File: src/rtl/operand_frame_serializer_if.sv
//------------------------------------------------------------------------------
// operand_frame_serializer_if : start/abort/operand inputs and serial frame outputs
// Rev 1.0 - initial release
//------------------------------------------------------------------------------
`default_nettype none

interface operand_frame_serializer_if #(
  parameter int W = 4
);
  logic         start;
  logic         abort;
  logic [W-1:0] a;
  logic [W-1:0] b;
  logic         shift_en;
  logic         sdata;
  logic         busy;
  logic         done;

  modport master (
    output start, abort, a, b,
    input  shift_en, sdata, busy, done
  );

  modport slave (
    input  start, abort, a, b,
    output shift_en, sdata, busy, done
  );
endinterface

`default_nettype wire

File: src/rtl/operand_frame_serializer.sv
//------------------------------------------------------------------------------
// operand_frame_serializer : frames A, GAP zeros, B, TAIL zeros LSB-first.
// Option macro SERIALIZER_PARITY_EN appends an even-parity bit after TAIL.
// Rev 1.0 - initial release
//------------------------------------------------------------------------------
`default_nettype none

module operand_frame_serializer #(
  parameter int W    = 4,
  parameter int GAP  = 4,
  parameter int TAIL = 8
) (
  input  wire logic                  clk,
  input  wire logic                  clr,
  operand_frame_serializer_if.slave  sif
);

`ifdef SERIALIZER_PARITY_EN
  localparam int PAR_BITS = 1;
`else
  localparam int PAR_BITS = 0;
`endif
  localparam int F  = 2*W + GAP + TAIL + PAR_BITS;
  localparam int CW = $clog2(F+1);

  typedef enum logic [1:0] {
    S_IDLE  = 2'd0,
    S_SHIFT = 2'd1,
    S_DONE  = 2'd2
  } state_t;

  state_t          r_state, w_state;
  logic [CW-1:0]   r_count, w_count;
  logic [W-1:0]    r_a, w_a;
  logic [W-1:0]    r_b, w_b;
  logic            r_shift_en, w_shift_en;
  logic            r_sdata, w_sdata;
  logic            r_busy, w_busy;
  logic            r_done, w_done;
  logic [F-1:0]    w_frame;
  logic            w_bit;

  // Whole frame laid out from the captured operands; count selects the bit.
  always_comb begin
    w_frame               = '0;
    w_frame[W-1:0]        = r_a;
    w_frame[W+GAP +: W]   = r_b;
`ifdef SERIALIZER_PARITY_EN
    w_frame[F-1]          = ^{r_a, r_b};
`endif
    w_bit = 1'b0;
    for (int i = 0; i < F; i++) begin
      if (r_count == CW'(i)) w_bit = w_frame[i];
    end
  end

  always_comb begin
    w_state    = r_state;
    w_count    = r_count;
    w_a        = r_a;
    w_b        = r_b;
    w_shift_en = r_shift_en;
    w_sdata    = r_sdata;
    w_busy     = r_busy;
    w_done     = r_done;
    case (r_state)
      S_IDLE: begin
        w_shift_en = 1'b0;
        w_sdata    = 1'b0;
        w_busy     = 1'b0;
        w_done     = 1'b0;
        w_count    = '0;
        // abort outranks start so a cancelled request never launches a frame
        if (sif.start && !sif.abort) begin
          w_a        = sif.a;
          w_b        = sif.b;
          w_count    = CW'(1);
          w_shift_en = 1'b1;
          w_sdata    = sif.a[0];
          w_busy     = 1'b1;
          w_state    = S_SHIFT;
        end
      end
      S_SHIFT: begin
        if (sif.abort) begin
          w_shift_en = 1'b0;
          w_sdata    = 1'b0;
          w_count    = '0;
          w_busy     = 1'b0;
          w_state    = S_IDLE;
        end else if (r_count < CW'(F)) begin
          w_sdata = w_bit;
          w_count = r_count + CW'(1);
        end else begin
          w_shift_en = 1'b0;
          w_sdata    = 1'b0;
          w_done     = 1'b1;
          w_state    = S_DONE;
        end
      end
      S_DONE: begin
        w_done  = 1'b0;
        w_busy  = 1'b0;
        w_count = '0;
        w_state = S_IDLE;
      end
      default: begin
        w_shift_en = 1'b0;
        w_sdata    = 1'b0;
        w_busy     = 1'b0;
        w_done     = 1'b0;
        w_count    = '0;
        w_state    = S_IDLE;
      end
    endcase
  end

  always_ff @(posedge clk or negedge clr) begin
    if (!clr) begin
      r_state    <= S_IDLE;
      r_count    <= '0;
      r_a        <= '0;
      r_b        <= '0;
      r_shift_en <= 1'b0;
      r_sdata    <= 1'b0;
      r_busy     <= 1'b0;
      r_done     <= 1'b0;
    end else begin
      r_state    <= w_state;
      r_count    <= w_count;
      r_a        <= w_a;
      r_b        <= w_b;
      r_shift_en <= w_shift_en;
      r_sdata    <= w_sdata;
      r_busy     <= w_busy;
      r_done     <= w_done;
    end
  end

  assign sif.shift_en = r_shift_en;
  assign sif.sdata    = r_sdata;
  assign sif.busy     = r_busy;
  assign sif.done     = r_done;

endmodule

`default_nettype wire

File: src/flat_wrapper.sv
// flat-port wrapper written by rule: the top's interface ports become plain ports
module operand_frame_serializer_flat 
#(
  parameter int W    = 4,
  parameter int GAP  = 4,
  parameter int TAIL = 8
)
  (clk, clr, sif_start, sif_abort, sif_a, sif_b, sif_shift_en, sif_sdata, sif_busy, sif_done);
  operand_frame_serializer_if #(.W(W)) sif_i ();
  input  wire logic clk;
  input  wire logic clr;
  input wire logic [$bits(sif_i.start)-1:0] sif_start;
  input wire logic [$bits(sif_i.abort)-1:0] sif_abort;
  input wire logic [$bits(sif_i.a)-1:0] sif_a;
  input wire logic [$bits(sif_i.b)-1:0] sif_b;
  output wire logic [$bits(sif_i.shift_en)-1:0] sif_shift_en;
  output wire logic [$bits(sif_i.sdata)-1:0] sif_sdata;
  output wire logic [$bits(sif_i.busy)-1:0] sif_busy;
  output wire logic [$bits(sif_i.done)-1:0] sif_done;
  assign sif_i.start = sif_start;
  assign sif_i.abort = sif_abort;
  assign sif_i.a = sif_a;
  assign sif_i.b = sif_b;
  assign sif_shift_en = sif_i.shift_en;
  assign sif_sdata = sif_i.sdata;
  assign sif_busy = sif_i.busy;
  assign sif_done = sif_i.done;
  operand_frame_serializer #(.W(W), .GAP(GAP), .TAIL(TAIL)) u_core (.clk(clk), .clr(clr), .sif(sif_i));
endmodule
File: config.mk
export PLATFORM = sky130hd
export DESIGN_NAME = operand_frame_serializer_flat
export DESIGN_NICKNAME = d
export VERILOG_FILES = /design/src/rtl/operand_frame_serializer_if.sv /design/src/rtl/operand_frame_serializer.sv /design/src/flat_wrapper.sv
export SDC_FILE = /design/constraint.sdc
export NUM_CORES = 1
export LEC_CHECK = 0
export BUFFER_PORTS_ARGS = -buffer_cell sky130_fd_sc_hd__buf_2
export CORE_MARGIN = 1
export CORE_UTILIZATION = 34
export CTS_CLUSTER_SIZE = 20
export DETAILED_ROUTE_END_ITERATION = 7
export GPL_ROUTABILITY_DRIVEN = 1
export GPL_TIMING_DRIVEN = 0
export HOLD_SLACK_MARGIN = 0.08
export PLACE_DENSITY = 0.63
export SETUP_SLACK_MARGIN = 0.02
export SLEW_MARGIN = 0
export SYNTH_ARGS = -nofsm -noshare
export SYNTH_HDL_FRONTEND = slang
export SYNTH_SLANG_ARGS = --single-unit
File: constraint.sdc
create_clock -name clk -period 2.9 [get_ports clk]
set_input_delay 0.29 -clock clk [delete_from_list [all_inputs] [get_ports clk]]
set_output_delay 0.29 -clock clk [all_outputs]
set_load 0.02 [all_outputs]
# ---- Word-level counts from Yosys, hierarchy flattened
# Cells that the tools add are included.
dict set report word_totals {
  reg_bits 19
  in_bits 12
  output_inout_bits 4
  word_cells 87
}
dict set report op_classes {
  add_sub_neg 1
  n_lt_le_gt_ge 1
  n_eq_ne 27
  mux 41
  bitwise_logic 1
  n_reduce_logical 8
}
# cell n
set op_table {}
lappend op_table {{5-bit by 4-bit == test with 1-bit output (second input constant)} 8}
lappend op_table {{1-bit 2-to-1 mux} 31}
lappend op_table {{5-bit by 3-bit == test with 1-bit output (second input constant)} 4}
lappend op_table {{5-bit == test (second input constant)} 4}
lappend op_table {{5-bit by 2-bit == test with 1-bit output (second input constant)} 2}
lappend op_table {{5-bit 2-to-1 mux} 2}
lappend op_table {{5-bit one-hot mux with 2 select lines} 1}
lappend op_table {{2-bit AND reduction} 4}
lappend op_table {{2-bit 2-to-1 mux} 3}
lappend op_table {{2-bit inequality test (second input constant)} 3}
lappend op_table {{1-bit one-hot mux with 3 select lines} 2}
lappend op_table {{5-bit by 1-bit adder with 5-bit output (second input constant)} 1}
lappend op_table {{5-bit by 1-bit == test with 1-bit output (second input constant)} 1}
lappend op_table {{5-bit zero test} 1}
lappend op_table {{5-bit less-than comparator (second input constant)} 1}
lappend op_table {{2-bit one-hot mux with 2 select lines} 1}
lappend op_table {{3-bit by 2-bit inequality test with 1-bit output (second input constant)} 1}
lappend op_table {{3-bit inequality test (second input constant)} 1}
lappend op_table {{2-bit by 1-bit == test with 1-bit output (second input constant)} 1}
lappend op_table {{2-bit == test (second input constant)} 1}
lappend op_table {{2-bit zero test} 1}
lappend op_table {{2-bit by 1-bit inequality test with 1-bit output (second input constant)} 1}
lappend op_table {{1-bit one-hot mux with 2 select lines} 1}
lappend op_table {{1-bit logical AND} 1}
lappend op_table {{other kinds (2)} 2}

# ---- Logic depth before layout (Yosys ltp)
# Gate-level depths: netlist of the first run.
dict set report depth {
  word_depth 24
  mapped_depth 7
  depth_no_buf 7
}

# ---- Least setup slack after synthesis of the first run
# No wires, ideal clock.
dict set report synth_path {
  kind {register to register}
  start {register u_core.r_count[0]}
  end {register u_core.r_sdata (netlist: u_core.sif.sdata)}
  t_arrival_ns 1.697
  required_time_ns 2.834
  setup_slack_ns 1.137
  path_stages_with_launch 8
  path_buffers 0
  period_less_slack_ns 1.763
  cell_sequence {dfrtp_1 ha_1 and3_1 ha_1 or3_1 a311oi_2 a222oi_1 nand2_1}
}
dict set report synth_between {
  elab_chain_len 24
}
# element line
set synth_rtl {}
lappend synth_rtl {{start, declared} operand_frame_serializer.sv:33} ;# logic [CW-1:0] r_count, w_count;
lappend synth_rtl {{start signal, assigned} operand_frame_serializer.sv:130} ;# r_count <= w_count;
lappend synth_rtl {{5-bit zero test} operand_frame_serializer.sv:53} ;# if (r_count == CW'(i)) w_bit = w_frame[i];
lappend synth_rtl {{1-bit 2-to-1 mux (20 in a row)} operand_frame_serializer.sv:53}
lappend synth_rtl {{1-bit 2-to-1 mux *} operand_frame_serializer.sv:91} ;# end else if (r_count < CW'(F)) begin
lappend synth_rtl {{1-bit 2-to-1 mux *} operand_frame_serializer.sv:85} ;# if (sif.abort) begin
lappend synth_rtl {{1-bit one-hot mux with 3 select lines *} operand_frame_serializer.sv:66} ;# case (r_state)
lappend synth_rtl {{end signal, assigned} operand_frame_serializer.sv:134} ;# r_sdata <= w_sdata;
lappend synth_rtl {{end, declared} operand_frame_serializer.sv:37} ;# logic r_sdata, w_sdata;
# Mark *: on every way between the ends. The rest lies on a longest branch, timed or not.
# A chain may end at the register's enable or synchronous reset.

# ---- Worst setup path in the final report of the first run
# Ends and elaborated chain as after synthesis.

==> results of run 1 <==
[kinds of logic after synthesis]
| kind of cell | share of synthesized area [%] |
|---|---|
| compound gates | 15.87 |
| mux | 7.326 |
| simple gates | 13.30 |
| xor+xnor | 0.9500 |
| fa+ha+maj | 6.784 |
| buf+inv | 4.207 |
| flops | 51.56 |
[power by group]
group | switching [mW] | leakage (nW) | internal, mW
clock | 0.0824 | 0.0177 | 0.0514
sequential | 0.0183 | 0.244 | 0.296
combinational | 0.0432 | 0.246 | 0.0458
total | 0.144 | 0.507 | 0.393
[metal layers]
metal  vias up  GRT usage [%]  routed length (um)  share of wire [%]
met1       319          17.29                 858                 51
met2        13          23.05                 737                 44
met5         -              0                   0                  0
li1        333              -                   -                  -
met3         2          5.932                  68                4.1
met4         0          5.128                   9               0.54
[worst max-delay path: cells and delay by family, from the launching register on]
kind	cells	cell delay [ns]
adder cells (fa/ha/maj)	2	0.48
AND/OR/NAND/NOR	3	0.60
AO/OA/AOI/OAI	2	0.37
flip-flops	1	0.44
[placed cells by master, fill, tap and decap left out, drive strengths merged, types with 2 or more instances in the layout]
| master | n |
|---|---|
| a211oi | 2 |
| a21o | 2 |
| a21oi | 5 |
| a311oi | 2 |
| buf | 17 |
| clkbuf | 3 |
| dfrtp | 19 |
| ha | 5 |
| inv | 7 |
| mux2 | 6 |
| nand2 | 5 |
| nand3b | 2 |
| nor2 | 5 |
| nor3b | 2 |
| o21ai | 5 |
[repair_timing]
item                      CTS  global route
hold buffers                1             0
resized for setup           0             0
hold endpoints to repair   19             0
[state kept, by name, indices dropped and copies added, names as in the netlist]
| name | cells |
|---|---|
| u_core.r_a | 4 |
| u_core.r_b | 4 |
| u_core.r_state | 2 |
| u_core.r_count | 5 |
| u_core.sif.sdata | 1 |
| u_core.sif.done | 1 |
| u_core.sif.shift_en | 1 |
| u_core.sif.busy | 1 |
[worst max path at each step]
stage / from / cells past startpoint / slack [ns] / to
floorplan: u_core.r_count[0] / 7 / 1.14 / u_core.sif.sdata
global placement: u_core.r_count[0] / 7 / 1.02 / u_core.sif.sdata
detailed placement: u_core.r_count[0] / 7 / 1.00 / u_core.sif.sdata
CTS: u_core.r_count[0] / 7 / 0.95 / u_core.sif.sdata
global route: u_core.r_count[0] / 7 / 0.83 / u_core.sif.sdata
finish: u_core.r_count[0] / 7 / 0.95 / u_core.sif.sdata
[final cells by class]
| cell class | count | area (um2) | area share (%) |
|---|---|---|---|
| flip-flops and latches | 19 | 475.5 | 44.34 |
| multi-input cells | 54 | 407.9 | 38.04 |
| repair buffers | 16 | 85.08 | 7.935 |
| well taps | 30 | 37.54 | 3.501 |
| inverters | 7 | 26.28 | 2.450 |
| clock buffers | 3 | 22.52 | 2.100 |
| plain buffers | 2 | 12.51 | 1.167 |
| clock inverters | 1 | 5.005 | 0.4667 |
==> summary.md, run 1 <==
| Metric | Value |
|---|---|
| Dpl ws | roughly 1.0 ns |
| Final setup fails | 0 |
| Clock Pin Slew Worst Setup and Hold Paths | roughly 0.11 ns |
| Placer Congestion | roughly 0.80 |
| Die W | about 54 um |
| Register bit total from synthesis | 19 |
| Routed WL | around 1700 um |
| DP Wirelength | around 1200 um |
| Number of global-route vias before repair | between 600 and 700 |
| Via density per instance | ~5.1 |
| Synthesis-to-finish area growth | 16.28% |
| Antenna violations before repair | 0 |
| Synth cell count leaders | dfrtp_1 (19), inv_1 (7), mux2_2 (6) |
| # Max-Cap Violations | 0 |
| Total Power | ~0.54 mW |
| Share of layout cells above drive strength 1 | 29.41% |
| Fin util | 42.51% |
| Arrival time at the worst endpoint | around 2.2 ns |
| Leak Pwr | just over 0.5 nW |
| IO buf count | 15 |
| Crit path kind | reg -> reg |
| Crit-path cells | ha_1 -> and3_1 -> ha_1 -> or3_1 -> a311oi_2 -> a222oi_1 -> nand2_1 |
| Mapped cell area | roughly 920 um2 |
| Top cells by area, synth | dfrtp_1 (52%), mux2_2 (7.3%), ha_1 (6.8%), inv_1 (2.8%), a21oi_1 (2.7%) |
| Async SR Flop Fraction | between 90% and 100% |
| Worst reg2reg endpoint | u_core.sif.sdata |
| Yosys top cell area share | approximately 52% |
| Required @ worst endpoint | between 3 and 4 ns |
| Part of the cycle the worst path needs | about two thirds |
| Die Ht | between 50 and 60 um |
| CP startpoint kind | flip-flop |
| Antenna diode count | 0 |
| Max Clk Rate | roughly 510 MHz |
| Fin worst setup slack | ~0.95 ns |
| Fin. max-slew vios | 0 |
| Largest area contributor in the netlist | dfrtp_1 |
| WHS Path Cells | 3 |
| CTS tree | built |
| Via count | between 600 and 700 |
| Tmin final | between 1.5 and 2 ns |
| Synth Instances | 82 |
| Worst Hold Endpoint | u_core.r_b[3] |
| DRC Markers | 0 |
| Status | completed |
| WHS | 0.1918 ns |
| RSZ-0062 raised after global routing | false |
| Rel. slew slack | about half |
| Clk sinks | 19 |
| Std-Cell Rows | 18 |
| Max Root-Sink Buffers | 2 |
| R2R Setup Slk | approximately 0.95 ns |
| Total clock buffers created by CTS | 3 |
| Fin area | between 0.001 and 0.0015 mm2 |
| TritonRoute pass-1 iters | 4 |
| Hold Vio Cnt, Final | 0 |
| TNS Setup | 0 ns |
| Setup Skew | approximately 0.0062 ns |
| First-pass GRT wire length | about 2900 um |
| Crit path capture type | flip-flop |
| Largest net degree at the start of global routing | 20 |
| Slew of the pin with the lowest slew margin | between 0.7 and 0.8 ns |
| Io pins | 16 |
| Routed len/inst | about 13 um |
| Top-count cell post-synth | dfrtp_1 |
| Syn_area_per_cell | approximately 11 um2 |
| Core Area | between 0.002 and 0.003 mm2 |
| Antenna viol nets, final | 0 |
| Post-synth EDFFs | 0 |
| Yosys warning total | 0 |
| CP max stage delay | ~0.44 ns |
| Clock Latency Late Sink | 0.30 ns |
| Origin of the critical flop-to-flop path | u_core.r_count[0] |
| Net count after synthesis | 99 |
| Non-filler cells, final | 132 |
| Initial Utilization | 36.56% |
| Ys flop type | dfrtp_1 |
| PwrDens | roughly 500 mW/mm2 |
| Reg2reg path depth | 7 |
| CP dominant cell by count | ha_1 |
| Postcts setup bufs | 0 |
| Die ar. | slightly below 0.003 mm2 |
| Gr ovfl total | 0 |
| FILL cells | 264 |
| Register area share after synthesis | roughly half |
| H-tree lvl count | 1 |
| Library cells used by synthesis | 29 |
| Fin nets | 120 |
| Dpl cells | between 100 and 150 |
| Clock root cell | clkbuf_4 |
| Min-Delay Startpoint | sif_b[3] |
| Placed cell areas | roughly 0.0010 mm2 |
| Crit path max fanout | 8 |
| Worst path slowest cell | dfrtp_1 |
| Peak supply drop | 0.3215 mV |
| Hold Crit Class | in -> reg |
| GRT Total Usage | about 14% |
| DR iter-0 viols | 5 |
No activity file was read; power rests on OpenSTA's default activity.
==> inputs of run 2 (changes only) <==
==> constraint.sdc (replaced) <==
create_clock -name clk -period 1.9 [get_ports clk]
set_input_delay 0.19 -clock clk [delete_from_list [all_inputs] [get_ports clk]]
set_output_delay 0.19 -clock clk [all_outputs]
set_load 0.02 [all_outputs]
==> run 2 against run 1 <==
First-iteration DRC count down 60%. Setup slack got worse by 0.86 ns. Clock-buffer cell count is the same. Clock power is 53% higher. Non-clock buffer count rose by 2. Sequential share of layout area down 2.4 points. Flip-flop and latch count did not move. Utilization up 2.6 points. Die area stayed put. Global-route usage is 0.18 points higher. Clock skew hardly changed. Critical path type unchanged.
==> summary.md, run 2 (same netlist as run 1, synthesis figures left out) <==
| Metric | Value |
|---|---|
| Crit path capture type | flip-flop |
| Arrival time at the worst endpoint | 2.05 ns (-0.14 ns) |
| Register bank with the most flops | u_core.r_count |
| Die Ht | 54.08 um (unchanged) |
| DP Wirelength | 1248 um (unchanged) |
| Antenna viol nets, final | 0 (unchanged) |
| Largest registers | u_core.r_count: 5 flops, u_core.r_a: 4 flops, u_core.r_b: 4 flops |
| CP startpoint | u_core.r_count[0] |
| Die ar. | 0.002925 mm2 (unchanged) |
| Routed len/inst | 12.92 um (+1.9%) |
| Crit path kind | reg -> reg |
| CP delay by family, top | simple AND/OR/NAND/NOR gates |
| Fin nets | 122 (+1.7%) |
| Fin. max-slew vios | 0 (unchanged) |
| Crit-path cells | ha_4 -> and3_4 -> ha_4 -> or3_4 -> a311oi_2 -> a222oi_1 -> nand2_1 |
| CP max stage delay | 0.47 ns (+0.03 ns) |
| Clock Latency Late Sink | 0.30 ns (about the same) |
| Worst path slowest cell | dfrtp_2 |
| Die W | 54.08 um (unchanged) |
| IO buf count | 15 (unchanged) |
| PwrDens | 728.1 mW/mm2 (+45%) |
| TritonRoute pass-1 iters | 4 (unchanged) |
| Via count | 683 (+2.4%) |
| Largest net degree at the start of global routing | 20 (unchanged) |
| Peak supply drop | 0.4972 mV (+55%) |
| Placer Congestion | 0.7971 (unchanged) |
| Crit path max fanout | 8 (unchanged) |
| Clk sinks | 19 (unchanged) |
| Setup Skew | 0.005728 ns (-0.0004821 ns) |
| CP startpoint kind | flip-flop |
| Total clock buffers created by CTS | 3 (unchanged) |
| Hold Vio Cnt, Final | 0 (unchanged) |
| Antenna diode count | 0 (unchanged) |
| Required @ worst endpoint | 2.14 ns (-1.00 ns) |
| Most common cell after layout, fill and taps aside | dfrtp_1 |
| Number of global-route vias before repair | 632 (+0.48%) |
| Gr ovfl total | 0 (unchanged) |
| Slew of the pin with the lowest slew margin | 0.6595 ns (-0.08730 ns) |
| Io pins | 16 (unchanged) |
| Postcts setup bufs | 0 (unchanged) |
| Core Area | 0.002522 mm2 (unchanged) |
| Synthesis-to-finish area growth | 23.34% |
| Crit path depth | 7 (unchanged) |
| Share of layout cells above drive strength 1 | 33.65% (+4.2 points) |
| FF/Latch Area | 476.7 um2 (+0.26%) |
| DRC Markers | 0 (unchanged) |
| Rel. slew slack | 55.57% (+5.5 points) |
| Dpl cells | 127 (unchanged) |
| CTS tree | built |
| Clock root cell | clkbuf_4 |
| Final setup fails | 0 (unchanged) |
| Std-Cell Rows | 18 (unchanged) |
| DR iter-0 viols | 2 (-3) |
| TNS Setup | 0 ns (unchanged) |
| GRT Total Usage | 14.60% (+0.18 points) |
| Leak Pwr | 0.5142 nW (+1.4%) |
| RSZ-0062 raised after global routing | true |
| Status | completed |
| Max Clk Rate | 552.8 MHz (+7.7%) |
| Routed WL | 1731 um (+3.5%) |
| Antenna violations before repair | 0 (unchanged) |
| Reg2reg path depth | 7 (unchanged) |
| Multi-input logic area | 451.7 um2 (+11%) |
| Initial Utilization | 36.56% (unchanged) |
| Tmin final | 1.809 ns (-0.1386 ns) |
| Part of the cycle the worst path needs | 95.21% (+28 points) |
| WHS Path Cells | 3 (unchanged) |
| First-pass GRT wire length | 2932 um (+0.96%) |
| Commonest cells after routing, fill and taps aside | dfrtp_1 (18), buf_2 (16), inv_1 (7), mux2_2 (6) |
| Min-Delay Startpoint | sif_a[2] |
| Non-filler cells, final | 134 (+1.5%) |
| CP dominant cell by count | ha_4 |
| # Max-Cap Violations | 0 (unchanged) |
| Hold Crit Class | in -> reg |
| Fin area | 0.001137 mm2 (+6.1%) |
| Clock Pin Slew Worst Setup and Hold Paths | 0.11 ns (about the same) |
| Max Root-Sink Buffers | 2 (unchanged) |
| H-tree lvl count | 1 (unchanged) |
| Max reg flops | 5 (unchanged) |
| Origin of the critical flop-to-flop path | u_core.r_count[0] |
| FILL cells | 255 (-3.4%) |
| Placed cell areas | 0.001035 mm2 (unchanged) |
| Via density per instance | 5.097 (+0.87%) |
| Buffers and inverters on the worst path | 0 (unchanged) |
==> run 2: cell types whose count changed in the layout (fill, tap and decap cells not counted), sizes merged <==
cell	before	now
dlygate4sd3	1	3
==> run 2: layer usage <==
| metal | share of wire (%) | track usage, % | vias to the layer above |
|---|---|---|---|
| met5 | 0 | 0 | - |
| met4 | 0.52 | 5.128 | 0 |
| met3 | 3.8 | 5.932 | 2 |
| met2 | 46 | 23.46 | 13 |
| met1 | 50 | 17.47 | 331 |
| li1 | - | - | 337 |
==> run 2: path summary, 6_finish.rpt <==
check	to	slack [ns]
min in group asynchronous	u_core.r_b[0]	0.33
setup reg to reg	u_core.sif.sdata	0.09
hold / removal	u_core.r_a[2]	0.1
max in group asynchronous	u_core.r_count[0]	1.25
setup / recovery	u_core.sif.sdata	0.09
hold reg to reg	u_core.sif.shift_en	0.50
==> run 2: metrics by stage <==
stage	setup slack (ns)	utilization, %	hold slack, ns	total power [mW]
final	0.09096	45.09	0.09780	0.8281
after global routing	0.007543	45.09	0.08252	0.8925
after CTS	0.03478	43.35	0.08950	0.8402
after detailed placement	0.002042	41.02	0.1530	0.6247
after global placement	0.01758	41.02	0.1492	0.6189
after floorplan	0.1367	-	-0.1056	0.5749
==> run 2: report_power, final <==
group	internal (mW)	switching, mW
Sequential	0.452	0.0311
Combinational	0.0743	0.0663
Clock	0.0786	0.126
Total	0.605	0.223
==> run 2: cell type report <==
class	count	share of cell area, %
Buffer	2	1.100
Clock buffer	3	1.980
Clock inverter	1	0.4400
Inverter	7	2.310
Multi-Input combinational cell	54	39.71
Sequential cell	19	41.91
Tap cell	30	3.300
Timing Repair Buffer	18	9.241
==> run 2: worst reg2reg max path, cell delays in order, from the launching register on <==
cell and delay [ns]:
dfrtp_2 0.47, ha_4 0.21, and3_4 0.16, ha_4 0.14
or3_4 0.32, a311oi_2 0.24, a222oi_1 0.13, nand2_1 0.09
==> run 2: repair_timing <==
| action | CTS | global route |
|---|---|---|
| resized for setup | 2 | 6 |
| hold buffers | 2 | 1 |
| endpoints found under the setup margin | 2 | 1 |
| hold endpoints to repair | 20 | 1 |
==> inputs of run 3 (changes only) <==
--- a/config.mk
+++ b/config.mk
@@ -5,6 +5,7 @@
 export SDC_FILE = /design/constraint.sdc
 export NUM_CORES = 1
 export LEC_CHECK = 0
+export ABC_AREA = 1
 export BUFFER_PORTS_ARGS = -buffer_cell sky130_fd_sc_hd__buf_2
 export CORE_MARGIN = 1
 export CORE_UTILIZATION = 34
@@ -13,7 +14,7 @@
 export GPL_ROUTABILITY_DRIVEN = 1
 export GPL_TIMING_DRIVEN = 0
 export HOLD_SLACK_MARGIN = 0.08
-export PLACE_DENSITY = 0.63
+export PLACE_DENSITY = 0.64
 export SETUP_SLACK_MARGIN = 0.02
 export SLEW_MARGIN = 0
 export SYNTH_ARGS = -nofsm -noshare
==> constraint.sdc (replaced) <==
create_clock -name clk -period 1.5 [get_ports clk]
set_input_delay 0.15 -clock clk [delete_from_list [all_inputs] [get_ports clk]]
set_output_delay 0.15 -clock clk [all_outputs]
set_load 0.02 [all_outputs]
==> run 3 against run 2 <==
Wire length increased by 26%. Flip-flop and latch count unchanged. Power grew 37%. Register-to-register slack got worse by 0.06 ns. Critical path depth is 2 higher. Hold slack improved by 0.076 ns. Utilization increased by 2.6 points. Synthesized cell count is 50% higher. Setup slack worse by 0.057 ns. The run now ends with DRC left.
==> summary.md, run 3 <==
| Metric | Value |
|---|---|
| Status | complete, but fails checks |
| Failing checks | DRC |
| Top cells by area, synth | dfrtp_1 (45%), nand2_1 (13%), ha_1 (5.9%), nor2_1 (4.3%), nor2_8 (3.8%) |
| Part of the cycle the worst path needs | 97.74% (+2.5 points) |
| Largest area contributor in the netlist | dfrtp_1 |
| Max Root-Sink Buffers | 2 (unchanged) |
| Clock Latency Late Sink | 0.31 ns (about the same) |
| Synthesis-to-finish area growth | 29.25% |
| Rel. slew slack | 70.37% (+15 points) |
| Max reg flops | 5 (unchanged) |
| Final setup fails | 0 (unchanged) |
| Clock power frac | 24.4% (-0.3 points) |
| Clk sinks | 19 (unchanged) |
| Leak Pwr | 0.7073 nW (+38%) |
| DR iter-0 viols | 31 (+29) |
| Peak supply drop | 0.3702 mV (-26%) |
| Crit path kind | reg -> reg |
| DP Wirelength | 1552 um (+24%) |
| Non-filler cells, final | 185 (+38%) |
| WHS Path Cells | 4 (+1) |
| Fin area | 0.001360 mm2 (+20%) |
| Post-synth EDFFs | 0 (unchanged) |
| Via density per instance | 4.789 (-6.0%) |
| Register bit total from synthesis | 19 (unchanged) |
| Die W | 57.63 um (+6.6%) |
| GRT met3 Usage | 2.679% (-3.3 points) |
| CTS tree | built |
| CP startpoint kind | flip-flop |
| # Max-Cap Violations | 0 (unchanged) |
| Initial Utilization | 36.89% (+0.33 points) |
| Die Ht | 57.63 um (+6.6%) |
| P_sw | 0.3581 mW (+60%) |
| FF/Latch Area | 478.0 um2 (+0.26%) |
| Met1 usage | 19.77% (+2.3 points) |
| Synth Instances | 123 (+50%) |
| Placer Congestion | 0.7535 (-5.5%) |
| Net count after synthesis | 140 (+41%) |
| TritonRoute pass-1 iters | 6 (+2) |
| Routed len/inst | 11.83 um (-8.4%) |
| PwrDens | 835.9 mW/mm2 (+15%) |
| Commonest cells after routing, fill and taps aside | nand2_1 (35), dfrtp_1 (17), buf_2 (15), inv_2 (11), nor2_1 (11) |
| Library cells used by synthesis | 25 (-14%) |
| Dpl cells | 169 (+33%) |
| Arrival time at the worst endpoint | 1.73 ns (-0.32 ns) |
| First-pass GRT wire length | 3767 um (+28%) |
| Slew of the pin with the lowest slew margin | 0.4444 ns (-0.2151 ns) |
| DRC Markers | 3 (+3) |
| Setup Skew | 0.006433 ns (+0.0007044 ns) |
| Largest net degree at the start of global routing | 20 (unchanged) |
| Register area share after synthesis | 45.18% (-6.4 points) |
| Total clock buffers created by CTS | 3 (unchanged) |
| Register bank with the most flops | u_core.r_count |
| Crit path capture type | flip-flop |
| Core Area | 0.002853 mm2 (+13%) |
| Mapped cell area | 0.001052 mm2 (+14%) |
| Std-Cell Rows | 19 (+1) |
| Internal power | 0.7787 mW (+29%) |
| Yosys warning total | 0 (unchanged) |
| Fin nets | 172 (+41%) |
| Antenna violations before repair | 0 (unchanged) |
| Fin. max-slew vios | 0 (unchanged) |
| Async SR Flop Fraction | 100.0% (unchanged) |
| Antenna viol nets, final | 0 (unchanged) |
| Yosys top cell area share | 45.18% (-6.4 points) |
| Ys flop type | dfrtp_1 |
| Placed cell areas | 0.001166 mm2 (+13%) |
| Combinational Power Share | 22.5% (+5.5 points) |
| Tmin final | 1.466 ns (-0.3430 ns) |
| Antenna diode count | 0 (unchanged) |
| Routed WL | 2188 um (+26%) |
| Syn_area_per_cell | 8.555 um2 (-24%) |
| Switching part of the total | 31.50% (+4.5 points) |
| GRT Total Usage | 15.17% (+0.57 points) |
| Layer with the highest usage | met2 |
| RSZ-0062 raised after global routing | true |
| Crit path max fanout | 4 (-4) |
| H-tree lvl count | 1 (unchanged) |
| Required @ worst endpoint | 1.76 ns (-0.38 ns) |
| Number of global-route vias before repair | 829 (+31%) |
| Sequential share of power | 53.1% (-5.2 points) |
| Top-count cell post-synth | nand2_1 |
| Clock Pin Slew Worst Setup and Hold Paths | 0.12 ns (about the same) |
| Hold Vio Cnt, Final | 0 (unchanged) |
| Max Clk Rate | 682.1 MHz (+23%) |
| Share of layout cells above drive strength 1 | 38.96% (+5.3 points) |
| Via count | 886 (+30%) |
| Reg2reg path depth | 9 (+2) |
| Multi-input logic area | 543.0 um2 (+20%) |
| Io pins | 16 (unchanged) |
| Most common cell after layout, fill and taps aside | nand2_1 |
| Largest registers | u_core.r_count: 5 flops, u_core.r_a: 4 flops, u_core.r_b: 4 flops |
| Synth cell count leaders | nand2_1 (36), dfrtp_1 (19), nor2_1 (12), inv_1 (10), inv_2 (7) |
| FILL cells | 284 (+11%) |
| GR Layer Usage met2 | 24.92% (+1.5 points) |
| Clock root cell | clkbuf_4 |
| IO buf count | 15 (unchanged) |
| Gr ovfl total | 0 (unchanged) |
| Hold Crit Class | in -> reg |
| Die ar. | 0.003321 mm2 (+14%) |
[run 3: metrics by stage]
step	setup slack (ns)	utilization (%)	power, mW	setup TNS, ns	hold slack, ns
floorplan	0.03369	-	0.7579	0	-0.1456
global placement	-0.1039	40.88	0.8187	-0.1039	0.1096
global route	-0.04130	47.68	1.210	-0.04130	0.1629
finish	0.03392	47.68	1.137	0	0.1740
detailed placement	-0.1436	40.88	0.8276	-0.1436	0.1218
CTS	0.02400	47.50	1.145	0	0.1718
[run 3: power by group through the flow]
stage	logic, mW	clock network [mW]	registers, mW
final	0.255	0.278	0.604
after global routing	0.282	0.318	0.610
after CTS	0.252	0.289	0.604
after detailed placement	0.218	0	0.610
after global placement	0.211	0	0.608
after floorplan	0.147	0	0.611
[run 3: final cells by class]
class                   instances  share of cell area [%]
plain buffers                   1                  0.8280
repair buffers                 27                   14.08
well taps                      31                   2.852
clock inverters                 1                  0.3680
inverters                      18                   5.152
flip-flops and latches         19                   35.14
multi-input cells              85                   39.93
clock buffers                   3                   1.656
[run 3: kinds of logic after synthesis]
group	after synthesis	share of synthesized area, %
simple gates	62	29.37
compound gates	18	11.77
fa+ha+maj	5	5.945
flops	19	45.18
buf+inv	19	7.730
[run 3: what timing repair did]
item                                    4_1_cts  5_1_grt
endpoints found under the setup margin        2        1
setup buffers                                 3        0
gates resized for setup                      15        3
cloned                                        0        0
hold buffers                                  9        0
hold endpoints to repair                     28        0
pin swaps                                     5        0
[run 3: final timing paths]
kind / end / from / slack [ns]
hold reg to reg: u_core.sif.shift_en / u_core.sif.shift_en / 0.48
min in group asynchronous: u_core.sif.busy / clr / 0.30
setup / recovery: u_core.sif.sdata / u_core.r_count[0] / 0.03
setup reg to reg: u_core.sif.sdata / u_core.r_count[0] / 0.03
hold / removal: u_core.sif.busy / sif_abort / 0.17
max in group asynchronous: u_core.r_count[1] / clr / 0.86
[run 3: per-layer routing]
layer,wire [um],part of all wire (%)
met1,1002,46
met4,25,1.1
met5,0,0
met2,1061,48
met3,99,4.5
[run 3: worst max-delay path: stages, from the launching register on]
cell     delay, ns
dfrtp_2       0.48
ha_4          0.18
inv_2         0.05
nor3_2        0.04
ha_2          0.19
nor2_4        0.12
nand2_4       0.05
nor3b_2       0.17
nand2_2       0.08
nand3_2       0.06
